## src/rtl/tlut_result_drain.sv

```systemverilog
// Frame FIFO behind the TLUT SIMD cell: captures finished product vectors and
// serialises them element by element onto a valid/ready stream.
module tlut_result_drain #(
  parameter int DIM_MULT  = 4,
  parameter int ACC_WIDTH = 16,
  parameter int DEPTH     = 2,
  parameter int IDX_W     = $clog2(DIM_MULT),
  parameter int CNT_W     = $clog2(DEPTH+1)
) (
  input  logic                          clk,
  input  logic                          rst,
  input  logic                          flush,
  input  logic                          capture,
  input  logic [DIM_MULT*ACC_WIDTH-1:0] accumulated_mult,
  output logic                          out_valid,
  input  logic                          out_ready,
  output logic [ACC_WIDTH-1:0]          out_data,
  output logic [IDX_W-1:0]              out_index,
  output logic                          out_last,
  output logic                          full,
  output logic [CNT_W-1:0]              count,
  output logic                          overflow
);
  localparam int PTR_W = $clog2(DEPTH);

  logic [DIM_MULT*ACC_WIDTH-1:0] r_mem [DEPTH];
  logic [PTR_W-1:0]              r_wptr, r_rptr;
  logic [CNT_W-1:0]              r_count;
  logic [IDX_W-1:0]              r_idx;
  logic                          r_ovf;

  logic [DIM_MULT*ACC_WIDTH-1:0] w_head;
  logic [ACC_WIDTH-1:0]          w_elem [DIM_MULT];
  logic                          w_valid, w_last, w_full;
  logic                          w_xfer, w_pop, w_wr, w_drop;

  assign w_head = r_mem[r_rptr];
  for (genvar g = 0; g < DIM_MULT; g++) begin : g_elem
    assign w_elem[g] = w_head[g*ACC_WIDTH +: ACC_WIDTH];
  end

  assign w_valid = (r_count != '0);
  assign w_full  = (r_count == CNT_W'(DEPTH));
  assign w_last  = w_valid && (r_idx == IDX_W'(DIM_MULT-1));
  assign w_xfer  = w_valid && out_ready;
  assign w_pop   = w_xfer && w_last;
  // A pop in the same cycle frees the head slot, so a full FIFO still accepts.
  assign w_wr    = capture && (!w_full || w_pop);
  assign w_drop  = capture && w_full && !w_pop;

  assign out_valid = w_valid;
  assign out_data  = w_valid ? w_elem[r_idx] : '0;
  assign out_index = w_valid ? r_idx : '0;
  assign out_last  = w_last;
  assign full      = w_full;
  assign count     = r_count;
  assign overflow  = r_ovf;

  // Storage carries no reset; stale slots are unreachable once pointers clear.
  always_ff @(posedge clk) begin
    if (!rst && !flush && w_wr)
      r_mem[r_wptr] <= accumulated_mult;
  end

  always_ff @(posedge clk) begin
    if (rst || flush) begin
      r_wptr  <= '0;
      r_rptr  <= '0;
      r_count <= '0;
      r_idx   <= '0;
      if (rst) r_ovf <= 1'b0;
    end else begin
      if (w_wr) r_wptr <= r_wptr + PTR_W'(1);
      if (w_pop) r_rptr <= r_rptr + PTR_W'(1);
      if (w_xfer) r_idx <= w_pop ? '0 : r_idx + IDX_W'(1);
      case ({w_wr, w_pop})
        2'b10:   r_count <= r_count + CNT_W'(1);
        2'b01:   r_count <= r_count - CNT_W'(1);
        default: r_count <= r_count;
      endcase
      if (w_drop) r_ovf <= 1'b1;
    end
  end
endmodule

```

## config.mk

```make
export PLATFORM = sky130hd
export DESIGN_NAME = tlut_result_drain
export DESIGN_NICKNAME = d
export VERILOG_FILES = /design/src/rtl/tlut_result_drain.sv
export SDC_FILE = /design/constraint.sdc
export NUM_CORES = 1
export LEC_CHECK = 0
export ABC_AREA = 1
export CELL_PAD_IN_SITES_DETAIL_PLACEMENT = 0
export CELL_PAD_IN_SITES_GLOBAL_PLACEMENT = 1
export CORE_ASPECT_RATIO = 1.4
export CORE_MARGIN = 2
export CORE_UTILIZATION = 54
export DETAILED_ROUTE_END_ITERATION = 8
export DONT_BUFFER_PORTS = 1
export PLACE_DENSITY_LB_ADDON = 0.1
export SYNTH_ARGS = -nofsm -noshare
export SYNTH_HDL_FRONTEND = slang
export SYNTH_SLANG_ARGS = --single-unit
```

## constraint.sdc

```tcl
create_clock -name clk -period 6.76 [get_ports clk]
set_input_delay 1.352 -clock clk [delete_from_list [all_inputs] [get_ports clk]]
set_output_delay 1.352 -clock clk [all_outputs]
set_load 0.05 [all_outputs]
```

==> summary.txt, run 1 <==
Worst setup path
  • Max FO, Critical Path: 35
  • Critical path required time: 5.41 ns
  • Endpoint class of the critical path: output port
  • Data arrival time at the worst-slack endpoint: 2.39 ns
  • Setup crit start kind: flop
  • Crit Reg-Reg Endpoint: r_mem[1][3]
  • Reg2reg path depth: 5
  • R2R Setup Slk: 3.55 ns
  • Type of the setup path with the least slack: flop to output port
  • Worst R2R Start: count[0]

Clock tree
  • Post-CTS Setup Repair Bufs: 0
  • CTS tree: done
  • Clock root cell: sky130_fd_sc_hd__clkbuf_16
  • Buffers from clock root to sink, at most: 2
  • Clock input transition at the sequential cells of the worst setup and hold paths: 0.05 ns
  • TritonCTS buffer count: 17
  • Total of hold buffers inserted after clock tree synthesis: 0
  • Sinks on the clock net: 136
  • Clk Latency, worst-skew pair: 0.41 ns
  • Post-CTS resize count: 0
  • Max H-tree Level: 4

Run status
  • Outcome: finished, final reports clean

Detailed routing
  • Length of routed wiring on met1: 3990 µm
  • ANT nets after route: 0
  • Count of routing violations after the opening detailed-route iteration: 193
  • Uppermost metal layer occupied by signal nets: met4
  • WL final: 11000 µm
  • DRC violations left: 0
  • Met2 wirelength from detailed routing: 5870 µm
  • Routed vias/inst: 5.58
  • Metal3 WL: 1050 µm
  • Via count of the routed design: 3153
  • Routed wire per std cell: 19.5 µm
  • Count of TritonRoute iterations in the first routing pass: 4

Cells and area
  • Post-route cell area: 6060 µm²
  • Fraction of layout instances using a drive strength above 1: 10.2%
  • Antenna diodes: 0
  • Area growth from synthesis to layout: 11.5%
  • Layout net count: 487
  • Total of fill cells in the finished design: 803

Die
  • Core box area: 9850 µm²
  • Die ar.: 10900 µm²
  • Horizontal extent of the die: 88.8 µm
  • Standard-cell rows: 43
  • I/O pin count: 93
  • Initial core utilization: 55.2%
  • Die Height: 123 µm

STA
  • Minimum hold slack: 0.463 ns
  • Skew final: 0.00807 ns
  • Worst relative slew slack: 35.3%
  • Final min period: 3.74 ns
  • Fmax: 267 MHz
  • Share of the clock period used by the worst path: 55.4%
  • Final Max Tran Viols: 0
  • Hold Fails Final Rpt: 0
  • Setup repair after global routing missed its margin: no
  • Final setup TNS: 0 ns
  • Final setup violation count: 0
  • Tightest Pin Transition: 0.967 ns

Placed design
  • Standard cell area after detailed placement: 5470 µm²
  • Placed wire-length estimate: 6510 µm
  • Placer congestion estimate: 0.785
  • Input/output buffers: 0

Global routing
  • Maximum number of pins on one net before global-route repair: 66
  • Initial antenna violation count: 0
  • Residual overflow from global routing: 0
  • Via count of the first global-routing pass: 3238
  • Global router's overall resource usage: 21.5%
  • Global-route wire length before repair: 16500 µm

Run
  • Max Cap Violations: 0

Hold path
  • Hold worst-path end: r_wptr
  • Min-Delay Path Depth: 2
  • Startpoint of the worst hold path: r_wptr
  • Class of the tightest hold or removal check: flop to flop

Pwr
  • Peak supply drop: 0.233 mV
  • Cell area power density: 318 nW/µm²
  • Leakage power total: 0.00209 µW

Logic synthesis
  • Register bit count reported by yosys: 136
  • Sequential element share of the synthesized area: 73.8%
  • Distinct cell type count of the synthesized netlist: 32
  • Average footprint of a synthesized cell: 13.1 µm²
  • Mapped Nets: 485
  • Number of cells produced by synthesis: 415
  • Cell area after synthesis: 5440 µm²
  • Count of yosys warnings during synthesis: 0
[cells in the final DEF, fill, tap and decap left out, drive strengths merged]
cell type and instances:
xor2 1, nand2 61, a211oi 1, o21bai 1, clkinvlp 1, clkinv 7
o22ai 32, bufinv 4, nand3 4, buf 4, nor2 74, xnor2 1
nand4 2, clkbuf 21, ha 1, a21oi 3, o21ai 64, dfxtp 7
nor3 1, inv 11, edfxtp 129
[registers in the layout, indices dropped and copies added (netlist names), named ones only]
signal and cells:
count 2, r_wptr 1, r_rptr 1, r_idx 2, r_mem 128, overflow 1
[kinds of logic (layout without fill, tap and decap cells)]
kind of cell / count (synthesis) / after routing / synth area share (%)
and+or+nand+nor: 142 / 142 / 11.2
DFF: 136 / 136 / 73.8
AOI/OAI and AO/OA: 101 / 101 / 10.1
buffers and inverters: 33 / 48 / 4.35
xor gates and xnor gates: 2 / 2 / 0.322
adders and majority gates: 1 / 1 / 0.230
[critical path, stage by stage, from the launching register on]
cell                      delay [ns]
sky130_fd_sc_hd__dfxtp_1        0.30
sky130_fd_sc_hd__buf_4          0.26
sky130_fd_sc_hd__inv_2          0.56
sky130_fd_sc_hd__o21ai_1        0.15
sky130_fd_sc_hd__o22ai_1        0.22
sky130_fd_sc_hd__nand2_1        0.09
sky130_fd_sc_hd__nand2_1        0.38
[report_power, final]
group	switching [µW]	internal (µW)	total (µW)
clock	318	610	928
combinational	41.9	10.3	52.1
sequential	6.51	941	948
total	366	1560	1930
[layer usage]
metal	GRT usage [%]	vias to the layer above
met2	36.4	99
li1	-	1513
met5	0	-
met4	6.72	0
met1	23.5	1532
met3	10.6	9
[synthesized netlist by cell type]
| library cell | n | area share [%] |
|---|---|---|
| sky130_fd_sc_hd__nand2_1 | 58 | 4.0 |
| sky130_fd_sc_hd__nor3_2 | 1 | 0.18 |
| sky130_fd_sc_hd__clkinv_4 | 1 | 0.16 |
| sky130_fd_sc_hd__inv_4 | 1 | 0.12 |
| sky130_fd_sc_hd__a211oi_1 | 1 | 0.14 |
| sky130_fd_sc_hd__o21ai_0 | 36 | 3.3 |
| sky130_fd_sc_hd__o21ai_1 | 28 | 2.6 |
| sky130_fd_sc_hd__inv_2 | 3 | 0.21 |
| sky130_fd_sc_hd__nand2_2 | 1 | 0.12 |
| sky130_fd_sc_hd__o21bai_1 | 1 | 0.14 |
| sky130_fd_sc_hd__a21oi_1 | 3 | 0.28 |
| sky130_fd_sc_hd__buf_4 | 3 | 0.41 |
| sky130_fd_sc_hd__nor2_2 | 1 | 0.12 |
| sky130_fd_sc_hd__nand4_1 | 2 | 0.23 |
| sky130_fd_sc_hd__nand3_4 | 1 | 0.32 |
| sky130_fd_sc_hd__ha_1 | 1 | 0.23 |
| sky130_fd_sc_hd__edfxtp_1 | 129 | 71 |
| sky130_fd_sc_hd__inv_1 | 6 | 0.41 |
| sky130_fd_sc_hd__buf_6 | 10 | 2.1 |
| sky130_fd_sc_hd__dfxtp_1 | 7 | 2.6 |
| sky130_fd_sc_hd__clkbuf_1 | 1 | 0.069 |
| sky130_fd_sc_hd__nor2_8 | 1 | 0.37 |
| sky130_fd_sc_hd__xnor2_1 | 1 | 0.16 |
| sky130_fd_sc_hd__o22ai_1 | 32 | 3.7 |
| sky130_fd_sc_hd__inv_8 | 1 | 0.21 |
| sky130_fd_sc_hd__nand2_4 | 1 | 0.21 |
| sky130_fd_sc_hd__clkbuf_4 | 1 | 0.14 |
| sky130_fd_sc_hd__nor2_1 | 72 | 5.0 |
| sky130_fd_sc_hd__nand2_8 | 1 | 0.37 |
| sky130_fd_sc_hd__buf_2 | 6 | 0.55 |
| sky130_fd_sc_hd__nand3_1 | 3 | 0.28 |
| sky130_fd_sc_hd__xor2_1 | 1 | 0.16 |
[worst max path at each step]
stage	start	endpoint	slack (ns)	depth (start not counted)
3_3_place_gp	flush	r_mem[1][7]	3.23	4
2_1_floorplan	flush	r_mem[1][0]	2.11	3
6_report	r_idx[0]	out_data[0]	3.02	6
4_1_cts	r_idx[0]	out_data[0]	2.98	6
3_5_place_dp	flush	r_mem[1][27]	3.18	4
5_1_grt	r_idx[0]	out_data[1]	2.81	6
[through the flow]
step | utilization [%] | setup WS [ns] | power, µW | instances
after global routing | 61.6 | 2.81 | 1980 | 565
after CTS | 61.6 | 2.98 | 1940 | 565
after detailed placement | 55.5 | 3.18 | 1020 | 533
final | 61.6 | 3.02 | 1930 | 565
after floorplan | - | 2.11 | 1010 | 415
after global placement | 55.5 | 3.23 | 1020 | 533
[final cells by class]
| class | count | area [µm²] | area share (%) |
|---|---|---|---|
| well taps | 135 | 169 | 2.79 |
| clock buffers | 21 | 440 | 7.27 |
| multi-input cells | 246 | 1190 | 19.7 |
| repair buffers | 4 | 30.0 | 0.495 |
| inverters | 12 | 60.1 | 0.991 |
| clock inverters | 11 | 154 | 2.54 |
| flip-flops and latches | 136 | 4020 | 66.2 |
No activity file was read; power rests on OpenSTA's default activity.
==> run 2, diff against run 1 <==
--- a/config.mk
+++ b/config.mk
@@ -10,7 +10,7 @@
 export CELL_PAD_IN_SITES_GLOBAL_PLACEMENT = 1
 export CORE_ASPECT_RATIO = 1.4
 export CORE_MARGIN = 2
-export CORE_UTILIZATION = 54
+export CORE_UTILIZATION = 46
 export DETAILED_ROUTE_END_ITERATION = 8
 export DONT_BUFFER_PORTS = 1
 export PLACE_DENSITY_LB_ADDON = 0.1
==> constraint.sdc (replaced) <==
create_clock -name clk -period 3.3 [get_ports clk]
set_input_delay 0.66 -clock clk [delete_from_list [all_inputs] [get_ports clk]]
set_output_delay 0.66 -clock clk [all_outputs]
set_load 0.05 [all_outputs]
==> summary.txt, run 2 (synthesis gave the netlist of run 1 again) <==
Worst setup path
  • Type of the setup path with the least slack: flop to output port
  • Data arrival time at the worst-slack endpoint: 2.26 ns
  • Endpoint class of the critical path: output port
  • Worst R2R Start: r_idx[0]
  • Max FO, Critical Path: 28
  • Reg2reg path depth: 7
  • R2R Setup Slk: 0.91 ns
  • Setup crit start kind: flop
  • Crit Reg-Reg Endpoint: r_mem[0][8]
  • Critical path required time: 2.64 ns

Global routing
  • Via count of the first global-routing pass: 3251
  • Maximum number of pins on one net before global-route repair: 65
  • Residual overflow from global routing: 0
  • Global-route wire length before repair: 17300 µm
  • Initial antenna violation count: 0
  • Global router's overall resource usage: 19.1%

STA
  • Hold Fails Final Rpt: 0
  • Worst relative slew slack: 66.3%
  • Skew final: 0.00528 ns
  • Final setup violation count: 0
  • Tightest Pin Transition: 0.505 ns
  • Share of the clock period used by the worst path: 88.4%
  • Final setup TNS: 0 ns
  • Final min period: 2.92 ns
  • Setup repair after global routing missed its margin: no
  • Fmax: 343 MHz
  • Final Max Tran Viols: 0

Clock tree
  • Clock input transition at the sequential cells of the worst setup and hold paths: 0.06 ns
  • Sinks on the clock net: 136
  • Post-CTS resize count: 0
  • Buffers from clock root to sink, at most: 2
  • Total of hold buffers inserted after clock tree synthesis: 0
  • Max H-tree Level: 4
  • Clock root cell: sky130_fd_sc_hd__clkbuf_16
  • Post-CTS Setup Repair Bufs: 0
  • TritonCTS buffer count: 17
  • Clk Latency, worst-skew pair: 0.41 ns
  • CTS tree: done

Detailed routing
  • Count of TritonRoute iterations in the first routing pass: 4
  • Length of routed wiring on met1: 4400 µm
  • DRC violations left: 0
  • Routed wire per std cell: 19.7 µm
  • Met2 wirelength from detailed routing: 5790 µm
  • Count of routing violations after the opening detailed-route iteration: 163
  • Via count of the routed design: 3191
  • ANT nets after route: 0
  • WL final: 11500 µm
  • Uppermost metal layer occupied by signal nets: met4
  • Metal3 WL: 959 µm
  • Routed vias/inst: 5.46

Die
  • Horizontal extent of the die: 95.9 µm
  • Die Height: 133 µm
  • I/O pin count: 93
  • Initial core utilization: 46.5%
  • Standard-cell rows: 47
  • Die ar.: 12700 µm²
  • Core box area: 11700 µm²

Hold path
  • Class of the tightest hold or removal check: input pin to flop
  • Startpoint of the worst hold path: accumulated_mult[60]
  • Hold worst-path end: r_mem[1][60]
  • Min-Delay Path Depth: 0

Cells and area
  • Antenna diodes: 0
  • Utilization of the core after routing: 52.5%
  • Area growth from synthesis to layout: 13.1%
  • Most common cell after layout, fill and taps aside: sky130_fd_sc_hd__edfxtp_1
  • Max FFs per register: 128
  • Register with the most flip-flops: r_mem
  • Layout net count: 494
  • Fraction of layout instances using a drive strength above 1: 12.6%
  • Most used cells in the layout excluding fill and tap cells: sky130_fd_sc_hd__edfxtp_1 (129), sky130_fd_sc_hd__nor2_1 (72), sky130_fd_sc_hd__nand2_1 (58)

Placed design
  • Placed wire-length estimate: 7250 µm
  • Placer congestion estimate: 0.775
  • Input/output buffers: 0

Run
  • Max Cap Violations: 0

Pwr
  • Leakage power total: 0.00212 µW
  • Peak supply drop: 0.369 mV
  • Cell area power density: 636 nW/µm²

Run status
  • Outcome: finished, final reports clean
## run 2: cell type report
cell class	count	area [µm²]
flip-flops and latches	136	4020
clock inverters	14	158
repair buffers	11	108
well taps	147	184
inverters	12	60.1
clock buffers	18	429
multi-input cells	246	1190
fillers	1027	5550
## run 2: routing by layer
metal	vias up	GRT usage [%]
met2	101	30.4
li1	1525	-
met5	-	0
met1	1543	21.7
met4	0	9.29
met3	22	8.37
## run 2: critical path, stage by stage, from the launching register on
cell and delay [ns]:
sky130_fd_sc_hd__dfxtp_2 0.64, sky130_fd_sc_hd__buf_4 0.38, sky130_fd_sc_hd__o21ai_0 0.14, sky130_fd_sc_hd__o22ai_1 0.19, sky130_fd_sc_hd__nand2_1 0.10, sky130_fd_sc_hd__nand2_1 0.38
## run 2: worst max path at each step
stage                   from          end  slack (ns)  cells after the start
floorplan           count[1]  r_mem[1][0]        0.02                      6
global placement        flop  out_data[5]        0.85                      5
detailed placement      flop  out_data[5]        0.81                      5
CTS                     flop  out_data[5]        0.35                      5
global route            flop  out_data[7]        0.25                      5
finish                  flop  out_data[5]        0.38                      5
## run 2: power breakdown
group	switching, µW	internal [µW]
combinational	87.5	24.1
sequential	13.4	1930
clock	682	1180
## run 2: stage by stage
stage          setup WS [ns]  instances  total power [µW]  cell area [µm²]  hold WS, ns
3_3_place_gp           0.851        552              2090             5560        0.455
2_1_floorplan         0.0193        415              2060             5450        0.445
3_5_place_dp           0.805        552              2090             5560        0.478
5_1_grt                0.250        584              4030             6150        0.318
6_report               0.384        584              3910             6150        0.340
4_1_cts                0.348        584              3940             6150        0.321
==> run 3, diff against run 2 <==
--- a/config.mk
+++ b/config.mk
@@ -14,6 +14,7 @@
 export DETAILED_ROUTE_END_ITERATION = 8
 export DONT_BUFFER_PORTS = 1
 export PLACE_DENSITY_LB_ADDON = 0.1
+export REMOVE_ABC_BUFFERS = 1
 export SYNTH_ARGS = -nofsm -noshare
 export SYNTH_HDL_FRONTEND = slang
 export SYNTH_SLANG_ARGS = --single-unit
==> constraint.sdc (replaced) <==
create_clock -name clk -period 2.6 [get_ports clk]
set_input_delay 0.52 -clock clk [delete_from_list [all_inputs] [get_ports clk]]
set_output_delay 0.52 -clock clk [all_outputs]
set_load 0.05 [all_outputs]
==> summary.txt, run 3 (synthesis gave the netlist of run 1 again) <==
Run status
  • Outcome: finished, final reports clean

Clock tree
  • Clk Latency, worst-skew pair: 0.41 ns
  • Buffers from clock root to sink, at most: 2
  • Max H-tree Level: 4
  • Sinks on the clock net: 136
  • TritonCTS buffer count: 17
  • Post-CTS Setup Repair Bufs: 0
  • Clock input transition at the sequential cells of the worst setup and hold paths: 0.06 ns
  • Clock root cell: sky130_fd_sc_hd__clkbuf_16
  • Total of hold buffers inserted after clock tree synthesis: 0
  • CTS tree: done

Worst setup path
  • Most common cell type on the critical path: sky130_fd_sc_hd__nand2_1
  • Kind of cell with the highest combined delay on the critical path: buffers and inverters
  • Setup crit start kind: flop
  • Endpoint class of the critical path: output port
  • Reg2reg path depth: 6
  • Capturing element of the worst setup path: out_data[14]
  • Number of stages on the worst setup path: 6
  • Type of the setup path with the least slack: flop to output port
  • Data arrival time at the worst-slack endpoint: 1.87 ns
  • Number of buffer and inverter instances along the worst setup path: 2
  • Worst-path cell with the longest stage delay: sky130_fd_sc_hd__dfxtp_2
  • Cell breakdown of the critical path: buf_4 > o21ai_0 > o22ai_1 > nand2_1 > nand2_1 > buf_12
  • Max FO, Critical Path: 36
  • R2R Setup Slk: 0.46 ns
  • CP max stage delay: 0.38 ns
  • Critical path required time: 2.08 ns
  • Crit Reg-Reg Endpoint: r_mem[1][30]
  • Worst R2R Start: r_idx[1]

STA
  • Final Max Tran Viols: 0
  • Final worst setup slack: 0.210 ns
  • Hold Fails Final Rpt: 0
  • Final min period: 2.39 ns
  • Fmax: 418 MHz
  • Setup repair after global routing missed its margin: no
  • Tightest Pin Transition: 0.471 ns
  • Worst relative slew slack: 68.7%
  • Final setup violation count: 0
  • Final setup TNS: 0 ns
  • Share of the clock period used by the worst path: 91.9%
  • Skew final: 0.00537 ns

Pwr
  • Peak supply drop: 0.449 mV
  • Leakage power total: 0.00227 µW
  • Cell area power density: 765 nW/µm²

Die
  • Horizontal extent of the die: 95.9 µm
  • Die Height: 133 µm
  • Standard-cell rows: 47
  • Core box area: 11700 µm²
  • I/O pin count: 93
  • Die ar.: 12700 µm²
  • Initial core utilization: 46.5%

Cells and area
  • Total of fill cells in the finished design: 968
  • Filler-free cell count of the finished design: 601
  • Post-route cell area: 6470 µm²
  • Layout net count: 512
  • Most common cell after layout, fill and taps aside: sky130_fd_sc_hd__edfxtp_1
  • Fraction of layout instances using a drive strength above 1: 15.4%
  • Antenna diodes: 0
  • Register with the most flip-flops: r_mem
  • Utilization of the core after routing: 55.3%
  • Area growth from synthesis to layout: 19.0%
  • Max FFs per register: 128
  • Most used cells in the layout excluding fill and tap cells: sky130_fd_sc_hd__edfxtp_1 (129), sky130_fd_sc_hd__nor2_1 (72), sky130_fd_sc_hd__nand2_1 (58)

Placed design
  • Placed wire-length estimate: 6580 µm
  • Input/output buffers: 0
  • Cell total after placement: 570
  • Placer congestion estimate: 0.751
  • Standard cell area after detailed placement: 5900 µm²
  • DP Worst Slack: 0.422 ns

Detailed routing
  • Count of routing violations after the opening detailed-route iteration: 222
  • DRC violations left: 0
  • Count of TritonRoute iterations in the first routing pass: 4
  • Via count of the routed design: 3200
  • Routed wire per std cell: 18.2 µm
  • Routed vias/inst: 5.32
  • ANT nets after route: 0
  • WL final: 10900 µm

Global routing
  • Residual overflow from global routing: 0
  • Via count of the first global-routing pass: 3227
  • Maximum number of pins on one net before global-route repair: 65
  • Global router's overall resource usage: 18.5%
  • Initial antenna violation count: 0
  • Global-route wire length before repair: 17100 µm

Hold path
  • Class of the tightest hold or removal check: input pin to flop
  • Startpoint of the worst hold path: accumulated_mult[35]

Run
  • Max Cap Violations: 0
run 3: cell types whose count changed in the layout (fill, tap and decap cells not counted):
cell                         delta
sky130_fd_sc_hd__inv_2          -1
sky130_fd_sc_hd__inv_4          +1
sky130_fd_sc_hd__buf_4          +1
sky130_fd_sc_hd__buf_6          +1
sky130_fd_sc_hd__clkinv_4       -1
sky130_fd_sc_hd__clkinv_1       +2
sky130_fd_sc_hd__buf_12        +16
sky130_fd_sc_hd__clkinv_2       +2
sky130_fd_sc_hd__clkinvlp_4     -4
run 3: area by class of cell:
type / instances / area, µm² / area share, %
flip-flops and latches: 136 / 4020 / 62.1
multi-input cells: 246 / 1190 / 18.5
repair buffers: 29 / 447 / 6.91
clock buffers: 18 / 429 / 6.63
well taps: 147 / 184 / 2.84
clock inverters: 13 / 136 / 2.11
inverters: 12 / 62.6 / 0.967
run 3: power by group:
part | leakage [µW] | internal (µW) | switching, µW
logic | 0.000763 | 67.0 | 119
registers | 0.00123 | 2450 | 13.5
clock network | 0.000277 | 1480 | 825
total | 0.00227 | 3990 | 957
run 3: per-stage QoR:
stage,hold slack [ns],total power (µW)
6_report,0.206,4950
5_1_grt,0.181,5100
4_1_cts,0.188,4990
3_5_place_dp,0.472,2690
3_3_place_gp,0.469,2690
2_1_floorplan,0.443,2620
run 3: routing by layer:
metal | track usage (%) | wire length (µm)
met1 | 20.3 | 4100
met2 | 31.0 | 5730
met3 | 9.28 | 919
met4 | 5.48 | 176
met5 | 0 | 0
run 3: how the worst min path moves through the flow:
stage	slack [ns]	end	cells after the start
4_1_cts	0.19	r_mem[0][35]	0
2_1_floorplan	0.44	r_wptr	2
5_1_grt	0.18	r_mem[0][35]	0
3_3_place_gp	0.47	r_wptr	2
3_5_place_dp	0.47	r_wptr	2
6_report	0.21	r_mem[0][35]	0
run 3: repair_timing:
item	4_1_cts	5_1_grt
pin swaps	0	0
endpoints found under the setup margin	4	1
endpoints found under the hold margin	0	0
gates resized for setup	2	1
run 3: worst reg2reg max path: stages, from the launching register on:
cell	delay (ns)
sky130_fd_sc_hd__dfxtp_1	0.51
sky130_fd_sc_hd__ha_1	0.32
sky130_fd_sc_hd__nand3_4	0.12
sky130_fd_sc_hd__nand2_2	0.10
sky130_fd_sc_hd__nand2_1	0.10
sky130_fd_sc_hd__nor3_4	0.31
sky130_fd_sc_hd__buf_12	0.31
